## config.mk

```make
export PLATFORM = sky130hd
export DESIGN_NAME = cdma_req_splitter
export DESIGN_NICKNAME = d
export VERILOG_FILES = /design/src/rtl/cdma_req_splitter.sv
export SDC_FILE = /design/constraint.sdc
export NUM_CORES = 1
export LEC_CHECK = 0
export CORE_AREA = 10 10 133 111
export CTS_BUF_LIST = sky130_fd_sc_hd__clkbuf_2
export DETAILED_ROUTE_END_ITERATION = 10
export DIE_AREA = 0 0 143 121
export GPL_TIMING_DRIVEN = 0
export PLACE_DENSITY = 0.76
export SLEW_MARGIN = 20
export SYNTH_ARGS = -nofsm -noshare
export SYNTH_HDL_FRONTEND = slang
export SYNTH_SLANG_ARGS = --single-unit
```

## constraint.sdc

```tcl
create_clock -name aclk -period 4.76 [get_ports aclk]
set_clock_uncertainty 0.2 [all_clocks]
set_input_delay 0.476 -clock aclk [delete_from_list [all_inputs] [get_ports aclk]]
set_output_delay 0.476 -clock aclk [all_outputs]
set_load 0.02 [all_outputs]
```

## src/rtl/cdma_req_splitter.sv

```systemverilog
// Splits a byte-length transfer command into beat-aligned CDMA chunk requests and tracks their completion.
// Optional macro CDMA_SPLIT_4K_EN additionally keeps every chunk inside a single 4 KiB page.
module cdma_req_splitter #(
    parameter int unsigned ADDR_BITS       = 34,
    parameter int unsigned LEN_BITS        = 17,
    parameter int unsigned CMD_LEN_BITS    = 32,
    parameter int unsigned DATA_BITS       = 512,
    parameter int unsigned CHUNK_BYTES     = 65536,
    parameter int unsigned MAX_OUTSTANDING = 4
) (
    input  logic                                   aclk,
    input  logic                                   aresetn,
    input  logic                                   s_cmd_valid,
    output logic                                   s_cmd_ready,
    input  logic [ADDR_BITS-1:0]                   s_cmd_addr,
    input  logic [CMD_LEN_BITS-1:0]                s_cmd_len,
    output logic                                   m_req_valid,
    input  logic                                   m_req_ready,
    output logic [ADDR_BITS-1:0]                   m_req_paddr,
    output logic [LEN_BITS-1:0]                    m_req_len,
    input  logic                                   req_done,
    output logic                                   cmd_done,
    output logic                                   busy,
    output logic [$clog2(MAX_OUTSTANDING+1)-1:0]   outstanding,
    output logic                                   err_underflow
);

    localparam int unsigned BEAT_BYTES = DATA_BITS / 8;
    localparam int unsigned CNT_W      = $clog2(MAX_OUTSTANDING + 1);

    typedef enum logic [1:0] {
        IDLE,
        ISSUE,
        DRAIN
    } state_t;

    state_t                  state;
    logic [ADDR_BITS-1:0]    addr;
    logic [CMD_LEN_BITS-1:0] rem;
    logic [CNT_W-1:0]        cnt;
    logic                    ready_q;
    logic                    done_q;
    logic                    err_q;

    logic [ADDR_BITS-1:0]    addr_m;
    logic [CMD_LEN_BITS-1:0] len_m;
    logic [CMD_LEN_BITS-1:0] chunk;
    logic                    hs;
    logic                    dec;

    assign addr_m = s_cmd_addr & ~ADDR_BITS'(BEAT_BYTES - 1);
    assign len_m  = s_cmd_len & ~CMD_LEN_BITS'(BEAT_BYTES - 1);

`ifdef CDMA_SPLIT_4K_EN
    logic [CMD_LEN_BITS-1:0] page_left;
    assign page_left = CMD_LEN_BITS'(13'h1000 - {1'b0, addr[11:0]});
`endif

    always_comb begin
        chunk = (rem < CMD_LEN_BITS'(CHUNK_BYTES)) ? rem : CMD_LEN_BITS'(CHUNK_BYTES);
`ifdef CDMA_SPLIT_4K_EN
        if (chunk > page_left) chunk = page_left;
`endif
    end

    assign m_req_valid   = (state == ISSUE) && (cnt < CNT_W'(MAX_OUTSTANDING));
    assign m_req_paddr   = addr;
    assign m_req_len     = LEN_BITS'(chunk);
    assign hs            = m_req_valid && m_req_ready;
    // A done pulse with nothing in flight is flagged rather than wrapping the counter.
    assign dec           = req_done && (cnt != '0);
    assign s_cmd_ready   = ready_q;
    assign cmd_done      = done_q;
    assign busy          = (state != IDLE);
    assign outstanding   = cnt;
    assign err_underflow = err_q;

    always_ff @(posedge aclk) begin
        if (!aresetn) begin
            state   <= IDLE;
            addr    <= '0;
            rem     <= '0;
            cnt     <= '0;
            ready_q <= 1'b0;
            done_q  <= 1'b0;
            err_q   <= 1'b0;
        end else begin
            done_q <= 1'b0;
            cnt    <= cnt + CNT_W'(hs) - CNT_W'(dec);
            if (req_done && (cnt == '0)) err_q <= 1'b1;

            case (state)
                IDLE: begin
                    ready_q <= 1'b1;
                    if (s_cmd_valid && ready_q) begin
                        if (len_m == '0) begin
                            done_q <= 1'b1;
                        end else begin
                            addr    <= addr_m;
                            rem     <= len_m;
                            ready_q <= 1'b0;
                            state   <= ISSUE;
                        end
                    end
                end
                ISSUE: begin
                    if (hs) begin
                        addr <= addr + ADDR_BITS'(chunk);
                        rem  <= rem - chunk;
                        if (rem == chunk) state <= DRAIN;
                    end
                end
                DRAIN: begin
                    if (cnt == '0) begin
                        done_q  <= 1'b1;
                        ready_q <= 1'b1;
                        state   <= IDLE;
                    end
                end
                default: state <= IDLE;
            endcase
        end
    end

endmodule

```

==> results.json <==
{
  "grtUsageMet2": 0.3784,
  "most-common-layout-cells": "117 x clkdlybuf4s50_1, 83 x nand2_1, 81 x nor2_1, 78 x a21oi_1, 71 x dfxtp_1",
  "worstMarginPinSlew_ps": 785.3,
  "comb_power_share": 0.493,
  "gr-usage-met1": 0.3189,
  "viasPerCell": 6.085,
  "root_buffer": "clkbuf_2",
  "initial_utilization": 0.4643,
  "initialDrtViolationCount": 652,
  "dr_total_vias": 6584,
  "pwr-share-clk": 0.182,
  "yosysUniqueCellTypes": 60,
  "period_minus_slack_ps": 4627,
  "die_area_mm2": 0.01730,
  "num-nets-final": 1032,
  "ir_drop_mv": 0.1693,
  "use_met3": 0.05790,
  "p_sw_frac": 0.4397,
  "ys.flop_type": "dfxtp_1",
  "yosys_warnings": 0,
  "crit_path_max_fanout": 10,
  "synth_edf_count": 0,
  "ant_nets": 0,
  "rows": 36,
  "drcViolationCount": 0,
  "startpoint": "rem[27]",
  "max_slew_margin": 0.4755,
  "total_power_mw": 2.391,
  "clock_latency_ps": 580,
  "cp_common_cell": "or4_4",
  "start_kind": "register",
  "p_switching_mw": 1.051,
  "cp_data_arrival_time_ps": 4920,
  "finalWeightedCongestion": 0.9599,
  "power_frac_seq": 0.324,
  "hold_violations": 0,
  "drv_slew": 0,
  "syn_area_mm2": 0.005584,
  "end_kind": "register",
  "synthCells": 767,
  "p_leak_nw": 2.987,
  "required_ps": 5050,
  "route.detailed.wl_per_inst_um": 20.20,
  "grt_pass1_vias": 6129,
  "fin_crit_sh": 0.9721,
  "fin_util": 0.6202,
  "path_clk_slew_ps": 250,
  "cts_made_buffers": 9,
  "async_flop_share": 0,
  "clock.fmax_mhz": 216.1,
  "grt-busiest-layer": "met2",
  "areaGrowthSynthToFinish_pct": 33.56,
  "final_common_cell": "clkdlybuf4s50_1",
  "hold_slack_ps": 214.5,
  "first_pass_iters": 5,
  "dp_hpwl_mm": 15.84,
  "drive_above_1_share": 0.08827,
  "die_w_um": 143,
  "synth_seq_cells": 74,
  "cts_max_level": 3,
  "setup_violations": 0,
  "r2r_start": "rem[27]",
  "grt_max_degree": 14,
  "place_area_mm2": 0.007020,
  "avgSynthCellArea_um2": 7.280,
  "power_density_mw_per_mm2": 320.6,
  "port_buffers": 117,
  "core-area_mm2": 0.01203,
  "grtUsageTotal": 0.2400,
  "min-delay-start": "s_cmd_addr[9]",
  "grt_pass1_wl_mm": 33.30,
  "crit_chain": "or4_4 > or4_4 > nor4_4 > clkbuf_8 > clkbuf_4 > and2_1 > ha_1 > clkbuf_1 > a21o_1 > or4_1 > o211ai_1 > o31ai_2 > a21oi_1 > o21ai_0 > mux2i_1",
  "drt_wl_total_mm": 21.85,
  "gr-total-overflow": 0,
  "antenna_found_initial": 1,
  "die_y_um": 121,
  "status": "complete, no violations",
  "path_class": "reg2reg",
  "slowest_delay_ps": 550,
  "finish.instance_area_mm2": 0.007458,
  "slowest_stage": "or4_4",
  "clockBufferDepth": 2,
  "cts.sinks": 74,
  "cts_tree": "built",
  "maxCapViolations": 0,
  "yosysSeqAreaShare": 0.2653,
  "ios": 130,
  "p_int_mw": 1.340,
  "hold_class": "in2reg"
}
## synthesized netlist by cell type, types with 3 or more instances
cell | number | share of area
o21ai_0 | 61 | 0.055
nand3_1 | 20 | 0.018
a21o_1 | 15 | 0.020
o211ai_1 | 4 | 0.0054
mux2i_1 | 9 | 0.016
a22oi_1 | 14 | 0.019
nand2_1 | 85 | 0.057
nand2b_1 | 11 | 0.012
nand4_1 | 7 | 0.0078
a311oi_1 | 10 | 0.016
inv_1 | 17 | 0.011
a21oi_1 | 81 | 0.073
xnor2_1 | 13 | 0.020
nor2_1 | 81 | 0.054
o21bai_1 | 9 | 0.012
and3_1 | 8 | 0.0090
o22ai_1 | 5 | 0.0056
a221oi_1 | 7 | 0.011
o21a_1 | 6 | 0.0081
or2_2 | 3 | 0.0034
or3_1 | 9 | 0.010
nor4_1 | 12 | 0.013
nor3_1 | 21 | 0.019
buf_1 | 4 | 0.0027
a211oi_1 | 10 | 0.013
nor2b_1 | 5 | 0.0056
dfxtp_1 | 74 | 0.27
a31oi_1 | 16 | 0.018
and2_1 | 20 | 0.022
clkbuf_1 | 37 | 0.025
nand3b_1 | 4 | 0.0054
o31ai_1 | 5 | 0.0067
ha_1 | 35 | 0.078
xor2_1 | 11 | 0.017
## through the flow
step	TNS, ps	std cells	setup WS, ps
finish	0	1082	132.8
global route	-23.08	1082	-16.39
detailed placement	-4743	1050	-620.6
floorplan	-34.27	781	-34.27
global placement	-5143	1050	-701.4
CTS	0	1078	5.171
## area by class of cell
cell class	instances	area [um2]
buffer	42	173.9
timing repair buffer	133	1291
multi-input combinational	645	4103
sequential	74	1488
clock inverter	7	93.84
antenna	1	2.502
tap	152	190.2
clock buffer	9	45.04
fill	1124	4568
inverter	19	71.32
## path summary, 6_finish.rpt
check	end	slack, ps	cells past startpoint
setup / recovery	m_req_paddr[33]	130	15
hold reg to reg	m_req_paddr[5]	300	2
setup reg to reg	m_req_paddr[33]	130	15
hold / removal	m_req_paddr[9]	210	3
## routing by layer
metal  part of all wire  vias up
met5                  0        -
met4              0.014        0
met3               0.12       22
met2               0.44      388
met1               0.43     3063
li1                   -     3111
## registers in the layout, summed over array words and instances, names as in the netlist
| register | cells |
|---|---|
| m_req_paddr | 34 |
| rem | 32 |
| s_cmd_ready | 1 |
| state | 2 |
| cmd_done | 1 |
| outstanding | 3 |
| err_underflow | 1 |
## critical path: cells and delay by family, from the launching register on
family	cells	cell delay (ps)
mux	1	140
simple gates	5	1860
fa+ha+maj	1	240
compound gates	5	1110
flops	1	380
buf+inv	3	610
## cells by family after synthesis
group           count (synthesis)  share of synthesized area
compound gates                265                     0.2978
xor+xnor                       24                    0.03764
fa+ha+maj                      37                    0.08559
buf+inv                        62                    0.04212
flops                          74                     0.2653
mux                            10                    0.01815
other cells                     2                   0.001345
simple gates                  293                     0.2521
## power groups by stage
stage	clock network, mW	logic (mW)	registers (mW)
after CTS	0.431	1.14	0.771
after global routing	0.454	1.27	0.783
after floorplan	0	0.664	0.816
final	0.436	1.18	0.775
after global placement	0	1.07	0.783
after detailed placement	0	1.08	0.782
## timing repair
item                                    4_1_cts  5_1_grt
endpoints found under the setup margin       16       14
setup buffers                                13        3
hold buffers                                  0        0
endpoints found under the hold margin         0        0
pin swaps                                    12       14
resized for setup                            31       10
Power figures use the tool's default switching activity.
